==> src/rtl/avsd_dfll_gen_if.sv <==
// Control/status bundle for the digital frequency-locked clock generator.
//   ref_clk  : reference input, asynchronous to clk
//   enb_cp   : 1 freezes the half-period register
//   enb_vco  : 1 holds the generated clock low
//   filt_en  : 1 selects filtered half-period update
//   clk_out  : generated clock
//   tick     : one-cycle pulse on each clk_out rise
//   period   : current half-period, fixed point (FRAC_W fractional bits)
//   lock     : frequency lock status
//   ref_lost : reference missing status
interface avsd_dfll_gen_if #(
  parameter int unsigned PW = 24
);
  logic          ref_clk;
  logic          enb_cp;
  logic          enb_vco;
  logic          filt_en;
  logic          clk_out;
  logic          tick;
  logic [PW-1:0] period;
  logic          lock;
  logic          ref_lost;

  modport master (
    output ref_clk, enb_cp, enb_vco, filt_en,
    input  clk_out, tick, period, lock, ref_lost
  );

  modport slave (
    input  ref_clk, enb_cp, enb_vco, filt_en,
    output clk_out, tick, period, lock, ref_lost
  );
endinterface

==> src/rtl/avsd_dfll_gen.sv <==
// Digital frequency-locked clock generator. Measures the reference period in
// clk cycles, derives the output half-period HP = period/2^(MULT_LOG2+1) in
// fixed point and generates clk_out with a fractional accumulator.
//   clk   : system clock, all state on posedge
//   rst_n : asynchronous active-low reset
//   bus   : avsd_dfll_gen_if.slave (reference/controls in, clock/status out)
module avsd_dfll_gen #(
  parameter int unsigned CNT_W     = 16,
  parameter int unsigned FRAC_W    = 8,
  parameter int unsigned MULT_LOG2 = 3,
  parameter int unsigned FILT_SH   = 2,
  parameter int unsigned LOCK_CNT  = 4,
  parameter int unsigned TOL       = 16,
  parameter int unsigned INIT_HP   = 4 << FRAC_W
) (
  input logic            clk,
  input logic            rst_n,
  avsd_dfll_gen_if.slave bus
);
  localparam int unsigned PW      = CNT_W + FRAC_W;
  localparam int unsigned AW      = PW + 1;
  localparam int unsigned MEAS_SH = FRAC_W - MULT_LOG2 - 1;
  localparam int unsigned LCW     = $clog2(LOCK_CNT + 1);
  localparam logic [CNT_W-1:0] CNT_MAX = '1;
  localparam logic [CNT_W-1:0] CNT_LIM = CNT_MAX - CNT_W'(1);
  localparam logic [PW-1:0]    HP_ONE  = PW'(1) << FRAC_W;

  logic             ref_s1, ref_s2, ref_prev;
  logic [CNT_W-1:0] ref_cnt;
  logic             armed;
  logic             meas_vld;
  logic [PW-1:0]    hp_meas;
  logic [PW-1:0]    hp;
  logic [LCW-1:0]   lock_cnt;
  logic             lock_q, ref_lost_q;
  logic [AW-1:0]    acc;
  logic             clk_out_q, tick_q;

  logic                rise_c, sat_c, meas_ok_c, loss_c, in_tol_c, hit_c;
  logic [PW-1:0]       meas_c, abs_c, hp_sel_c, hp_new_c;
  logic signed [PW:0]  diff_c, step_c, sum_c;
  logic [AW-1:0]       acc_next_c;

  // Reference edge detection and measurement qualification
  assign rise_c    = ref_s2 & ~ref_prev;
  assign sat_c     = (ref_cnt == CNT_MAX);
  assign meas_ok_c = rise_c & armed & (ref_cnt < CNT_LIM);
  // An armed rise that comes too late is a loss, as is a saturated counter
  assign loss_c    = (rise_c & armed & ~meas_ok_c) | (~rise_c & sat_c);
  assign meas_c    = PW'(ref_cnt + CNT_W'(1)) << MEAS_SH;

  // Error against the pre-update half-period, shared by lock and filter
  assign diff_c   = $signed({1'b0, hp_meas}) - $signed({1'b0, hp});
  assign abs_c    = diff_c[PW] ? PW'(-diff_c) : PW'(diff_c);
  assign in_tol_c = (abs_c <= PW'(TOL));
  assign step_c   = diff_c >>> FILT_SH;
  // Filtered value lies between hp and hp_meas, so it is never negative
  assign sum_c    = $signed({1'b0, hp}) + step_c;
  assign hp_sel_c = bus.filt_en ? PW'(sum_c) : hp_meas;
  assign hp_new_c = (hp_sel_c < HP_ONE) ? HP_ONE : hp_sel_c;

  // Fractional accumulator compare
  assign acc_next_c = acc + AW'(HP_ONE);
  assign hit_c      = (acc_next_c >= {1'b0, hp});

  // Synchronizer, period counter, arming and measurement capture
  always_ff @(posedge clk or negedge rst_n) begin
    if (!rst_n) begin
      ref_s1   <= 1'b0;
      ref_s2   <= 1'b0;
      ref_prev <= 1'b0;
      ref_cnt  <= '0;
      armed    <= 1'b0;
      meas_vld <= 1'b0;
      hp_meas  <= '0;
    end else begin
      ref_s1   <= bus.ref_clk;
      ref_s2   <= ref_s1;
      ref_prev <= ref_s2;
      meas_vld <= meas_ok_c;
      if (meas_ok_c) hp_meas <= meas_c;
      if (rise_c) begin
        ref_cnt <= '0;
        armed   <= 1'b1;
      end else if (sat_c) begin
        armed <= 1'b0;
      end else begin
        ref_cnt <= ref_cnt + CNT_W'(1);
      end
    end
  end

  // Lock / loss status and half-period update
  always_ff @(posedge clk or negedge rst_n) begin
    if (!rst_n) begin
      hp         <= PW'(INIT_HP);
      lock_cnt   <= '0;
      lock_q     <= 1'b0;
      ref_lost_q <= 1'b0;
    end else if (loss_c) begin
      lock_cnt   <= '0;
      lock_q     <= 1'b0;
      ref_lost_q <= 1'b1;
    end else if (meas_vld) begin
      ref_lost_q <= 1'b0;
      if (in_tol_c) begin
        if (lock_cnt != LCW'(LOCK_CNT)) lock_cnt <= lock_cnt + LCW'(1);
        if (lock_cnt >= LCW'(LOCK_CNT - 1)) lock_q <= 1'b1;
      end else begin
        lock_cnt <= '0;
        lock_q   <= 1'b0;
      end
      if (!bus.enb_cp) hp <= hp_new_c;
    end
  end

  // Output generator; remainder is carried so the long-run rate has no drift
  always_ff @(posedge clk or negedge rst_n) begin
    if (!rst_n) begin
      acc       <= '0;
      clk_out_q <= 1'b0;
      tick_q    <= 1'b0;
    end else if (bus.enb_vco) begin
      acc       <= '0;
      clk_out_q <= 1'b0;
      tick_q    <= 1'b0;
    end else begin
      tick_q <= hit_c & ~clk_out_q;
      if (hit_c) begin
        clk_out_q <= ~clk_out_q;
        acc       <= acc_next_c - {1'b0, hp};
      end else begin
        acc <= acc_next_c;
      end
    end
  end

  assign bus.clk_out  = clk_out_q;
  assign bus.tick     = tick_q;
  assign bus.period   = hp;
  assign bus.lock     = lock_q;
  assign bus.ref_lost = ref_lost_q;
endmodule

==> src/flat_wrapper.sv <==
// flat-port wrapper written by rule: the top's interface ports become plain ports
module avsd_dfll_gen_flat 
#(
  parameter int unsigned CNT_W     = 16,
  parameter int unsigned FRAC_W    = 8,
  parameter int unsigned MULT_LOG2 = 3,
  parameter int unsigned FILT_SH   = 2,
  parameter int unsigned LOCK_CNT  = 4,
  parameter int unsigned TOL       = 16,
  parameter int unsigned INIT_HP   = 4 << FRAC_W
)
  (clk, rst_n, bus_ref_clk, bus_enb_cp, bus_enb_vco, bus_filt_en, bus_clk_out, bus_tick, bus_period, bus_lock, bus_ref_lost);
  avsd_dfll_gen_if #(.PW((CNT_W + 8))) bus_i ();
  input logic clk;
  input logic rst_n;
  input wire logic [$bits(bus_i.ref_clk)-1:0] bus_ref_clk;
  input wire logic [$bits(bus_i.enb_cp)-1:0] bus_enb_cp;
  input wire logic [$bits(bus_i.enb_vco)-1:0] bus_enb_vco;
  input wire logic [$bits(bus_i.filt_en)-1:0] bus_filt_en;
  output wire logic [$bits(bus_i.clk_out)-1:0] bus_clk_out;
  output wire logic [$bits(bus_i.tick)-1:0] bus_tick;
  output wire logic [$bits(bus_i.period)-1:0] bus_period;
  output wire logic [$bits(bus_i.lock)-1:0] bus_lock;
  output wire logic [$bits(bus_i.ref_lost)-1:0] bus_ref_lost;
  assign bus_i.ref_clk = bus_ref_clk;
  assign bus_i.enb_cp = bus_enb_cp;
  assign bus_i.enb_vco = bus_enb_vco;
  assign bus_i.filt_en = bus_filt_en;
  assign bus_clk_out = bus_i.clk_out;
  assign bus_tick = bus_i.tick;
  assign bus_period = bus_i.period;
  assign bus_lock = bus_i.lock;
  assign bus_ref_lost = bus_i.ref_lost;
  avsd_dfll_gen #(.CNT_W(CNT_W), .FRAC_W(FRAC_W), .MULT_LOG2(MULT_LOG2), .FILT_SH(FILT_SH), .LOCK_CNT(LOCK_CNT), .TOL(TOL), .INIT_HP(INIT_HP)) u_core (.clk(clk), .rst_n(rst_n), .bus(bus_i));
endmodule
==> config.mk <==
export PLATFORM = sky130hd
export DESIGN_NAME = avsd_dfll_gen_flat
export DESIGN_NICKNAME = d
export VERILOG_FILES = /design/src/rtl/avsd_dfll_gen_if.sv /design/src/rtl/avsd_dfll_gen.sv /design/src/flat_wrapper.sv
export SDC_FILE = /design/constraint.sdc
export NUM_CORES = 1
export LEC_CHECK = 0
export BUFFER_PORTS_ARGS = -buffer_cell sky130_fd_sc_hd__buf_2
export CAP_MARGIN = 15
export CELL_PAD_IN_SITES_DETAIL_PLACEMENT = 1
export CELL_PAD_IN_SITES_GLOBAL_PLACEMENT = 1
export CORE_UTILIZATION = 48
export CTS_CLUSTER_SIZE = 40
export DETAILED_ROUTE_END_ITERATION = 6
export PLACE_DENSITY = 0.87
export REMOVE_ABC_BUFFERS = 1
export SLEW_MARGIN = 20
export SYNTH_ARGS = -nofsm -noshare
export SYNTH_HDL_FRONTEND = slang
export SYNTH_SLANG_ARGS = --single-unit
==> constraint.sdc <==
create_clock -name clk -period 5.8 [get_ports clk]
set_input_delay 0.29 -clock clk [delete_from_list [all_inputs] [get_ports clk]]
set_output_delay 0.29 -clock clk [all_outputs]
set_load 0.03 [all_outputs]
==> metrics.md <==
| Metric | Value |
|---|---|
| Initial antenna violation count | `0` |
| Clock transition at path regs | `0.07 ns` |
| Synthesized area | `8350 sq um` |
| Count of final max-slew check failures | `0` |
| Endpoints failing setup | `0` |
| Ant diodes | `0` |
| CTS Root Cell | `clkbuf_16` |
| Ports | `34` |
| Grt met1 use | `37.6%` |
| Row count | `47` |
| Largest net degree at the start of global routing | `64` |
| Critical hold path startpoint | `bus_ref_clk` |
| Asr flop ratio synth | `100%` |
| FF-to-FF Start | `u_core.bus.period[4]$_DFFE_PN0P_` |
| Later-pin clock latency in the skew report | `0.36 ns` |
| Vias after detailed routing | `7,881` |
| RSZ-0062 raised after global routing | `no` |
| Area Growth Syn to Fin | `8.85%` |
| CP max stage cell | `ha_1` |
| Syn. warnings | `0` |
| Main combinational cell family by area after synthesis | `compound AO/OA/AOI/OAI gates` |
| Fillers | `2,077` |
| Port bufs | `33` |
| Die X | `134 um` |
| CTS H-tree lvls | `3` |
| Final Hold Viols | `0` |
| Final wirelength | `25.2 mm` |
| CTS buffer count | `9` |
| Rel. slew slack | `46.3%` |
| Status | `finished, final reports clean` |
| Hpwl dp | `19.2 mm` |
| Global Route met2 Usage | `50.6%` |
| Buf+Inv Stages, Crit Path | `4` |
| Crit start category | `flip-flop` |
| CP Capture Type | `flip-flop` |
| Core ar. | `16,800 sq um` |
| First DRT Iteration DRCs | `444` |
| Required @ worst endpoint | `6.04 ns` |
| Period utilization | `95.3%` |
| Hold WC Path Type | `in -> reg` |
| Synth cell types | `81` |
| Syn Area/Cell | `8.13 sq um` |
| Routed vias/inst | `6.21` |
| CP Class | `reg -> reg` |
| Starting Density | `49.8%` |
| FMAX | `0.181 GHz` |
| WL per Instance | `19.9 um` |
| Die Ht | `134 um` |
| Worst-margin pin slew | `0.806 ns` |
| Gpl congestion | `0.901` |
| Synth Area in Compound Gates | `24.0%` |
| Layout Nets | `1,124` |
| Post-synthesis sequential area ratio | `28.2%` |
| Setup crit start | `u_core.bus.period[4]$_DFFE_PN0P_` |
| Share of post-route cells with drive strength above 1 | `8.76%` |
| Post-Synth Adder-Cell Area | `11.1%` |
| Simple-Gate Fraction of Synth Area | `20.9%` |
| Synth Flop Type | `dfrtp_1` |
| First-pass GRT wire length | `41.4 mm` |
| Commonest non-fill, non-tap cell in the layout | `dfrtp_1` |
| Mux contribution to synthesized area | `2.25%` |
| Max-Cap Viols | `0` |
| Placed cells | `1,252` |
| Xor/xnor share of the synthesized area | `8.70%` |
| CP arrival | `5.77 ns` |
| Met3 Use GR | `4.88%` |
| Worst-path fanout max | `9` |
| Yosys reg bits | `94` |
| Tmin final | `5.52 ns` |
| Clk buf depth | `2` |
| Delay of the slowest critical-path stage | `0.47 ns` |
| Global route overflow | `0` |
| EDFF count, synth | `0` |
| Most frequent cells in the layout | `dfrtp_1 (93), nand2_1 (88), nor2_1 (87)` |
| Vias in the first global route | `7,988` |
| CTS tree | `built` |
| Antenna Nets Post-Route | `0` |
| Post-Syn Instances | `1,028` |
| Die area | `17,900 sq um` |
| Worst-case clock skew | `0.0103 ns` |
| Crit path cell chain | `inv_1, ha_1, nand4bb_2, o221ai_1, a21oi_2, buf_4, o311ai_0, xnor2_1, inv_1, ha_1, and3_1, a21oi_1, a311oi_1, o31a_1, or4_1, a21oi_2, nor2_1, nor4b_1, buf_4, a211o_1` |
| Top delay family on crit path | `compound AO/OA/AOI/OAI gates` |
| Final non-filler cell total | `1,270` |
| Grt peak-use layer | `met2` |
| Overall Global Routing Usage | `29.3%` |
| CTS sink cnt | `94` |
| DRC errors left | `0` |
| Drt first pass iters | `5` |
[stage by stage]
stage	cell area, sq um	setup WS (ns)	setup TNS (ns)	util [%]	hold WS (ns)
2_1_floorplan	8190	-1.01	-19.43	-	-0.00559
3_3_place_gp	8720	0.397	0	52.1	0.269
3_5_place_dp	8720	0.303	0	52.1	0.276
4_1_cts	9080	0.0540	0	54.2	0.0303
5_1_grt	9090	0.0371	0	54.3	0.0326
6_report	9090	0.275	0	54.3	0.0352
[final timing paths]
check	endpoint	slack, ns	cells past startpoint
min reg2reg	u_core.ref_s2$_DFF_PN0_	0.35	0
max in group asynchronous	u_core.hp_meas[17]$_DFFE_PN0P_	4.21	3
min in group asynchronous	u_core.acc[3]$_DFFE_PN0P_	0.41	2
min	u_core.ref_s1$_DFF_PN0_	0.04	1
max reg2reg	u_core.bus.period[8]$_DFFE_PN0P_	0.28	20
max	u_core.bus.period[8]$_DFFE_PN0P_	0.28	20
[repair_timing]
action                     4_1_cts  5_1_grt
hold buffers                     1        0
setup endpoints to repair        0        9
buffers inserted                 0        1
resized for setup                0        2
hold endpoints to repair        31        0
[cells in the mapped netlist, types with 9 or more instances]
cell type	count	share of area, %
xnor2_1	49	5.1
xor2_1	34	3.6
o21a_1	12	1.1
o21bai_1	11	0.99
nor2_1	87	3.9
nand3_1	32	1.9
o21ai_0	58	3.5
nand4_1	19	1.4
or2_2	9	0.67
nand2b_1	14	1.0
nor2b_1	16	1.2
or3_1	12	0.90
a211oi_1	16	1.4
nor3_1	26	1.6
inv_1	63	2.8
mux2i_1	12	1.4
a21oi_1	86	5.2
nand2_1	88	4.0
ha_1	71	11
and3_1	10	0.75
clkbuf_1	35	1.6
a21o_1	31	2.8
dfrtp_1	93	28
a31oi_1	12	0.90
[state kept, by name, indices dropped and copies added (netlist names)]
register,flops
u_core.hp_meas,17
u_core.ref_prev,1
u_core.bus.ref_lost,1
u_core.ref_cnt,16
u_core.meas_vld,1
u_core.bus.lock,1
u_core.ref_s1,1
u_core.bus.period,24
u_core.acc,25
u_core.armed,1
u_core.lock_cnt,3
u_core.bus.clk_out,1
u_core.ref_s2,1
u_core.bus.tick,1
[routing by layer]
metal  vias to the layer above  wire length [um]
li1                       3765                 -
met1                      3906             11300
met2                       165             12300
met3                        45              1140
met4                         0               494
met5                         -                 0
[layout make-up]
cell class | instances | area (sq um) | share of cell area (%)
inverters | 65 | 244 | 2.68
clock buffers | 10 | 229 | 2.52
flip-flops and latches | 94 | 2350 | 25.9
repair buffers | 46 | 268 | 2.94
clock inverters | 6 | 115 | 1.27
multi-input cells | 829 | 5610 | 61.7
well taps | 220 | 275 | 3.03
[logic make-up (layout without fill, tap and decap cells)]
family | Yosys count | after routing
compound gates | 305 | 305
xor+xnor | 83 | 83
fa+ha+maj | 73 | 73
buf+inv | 105 | 127
flops | 94 | 94
mux | 18 | 18
simple gates | 350 | 350
Power is not shown: default switching activity piles up to over one toggle a cycle in this logic, so the estimate is an artifact.
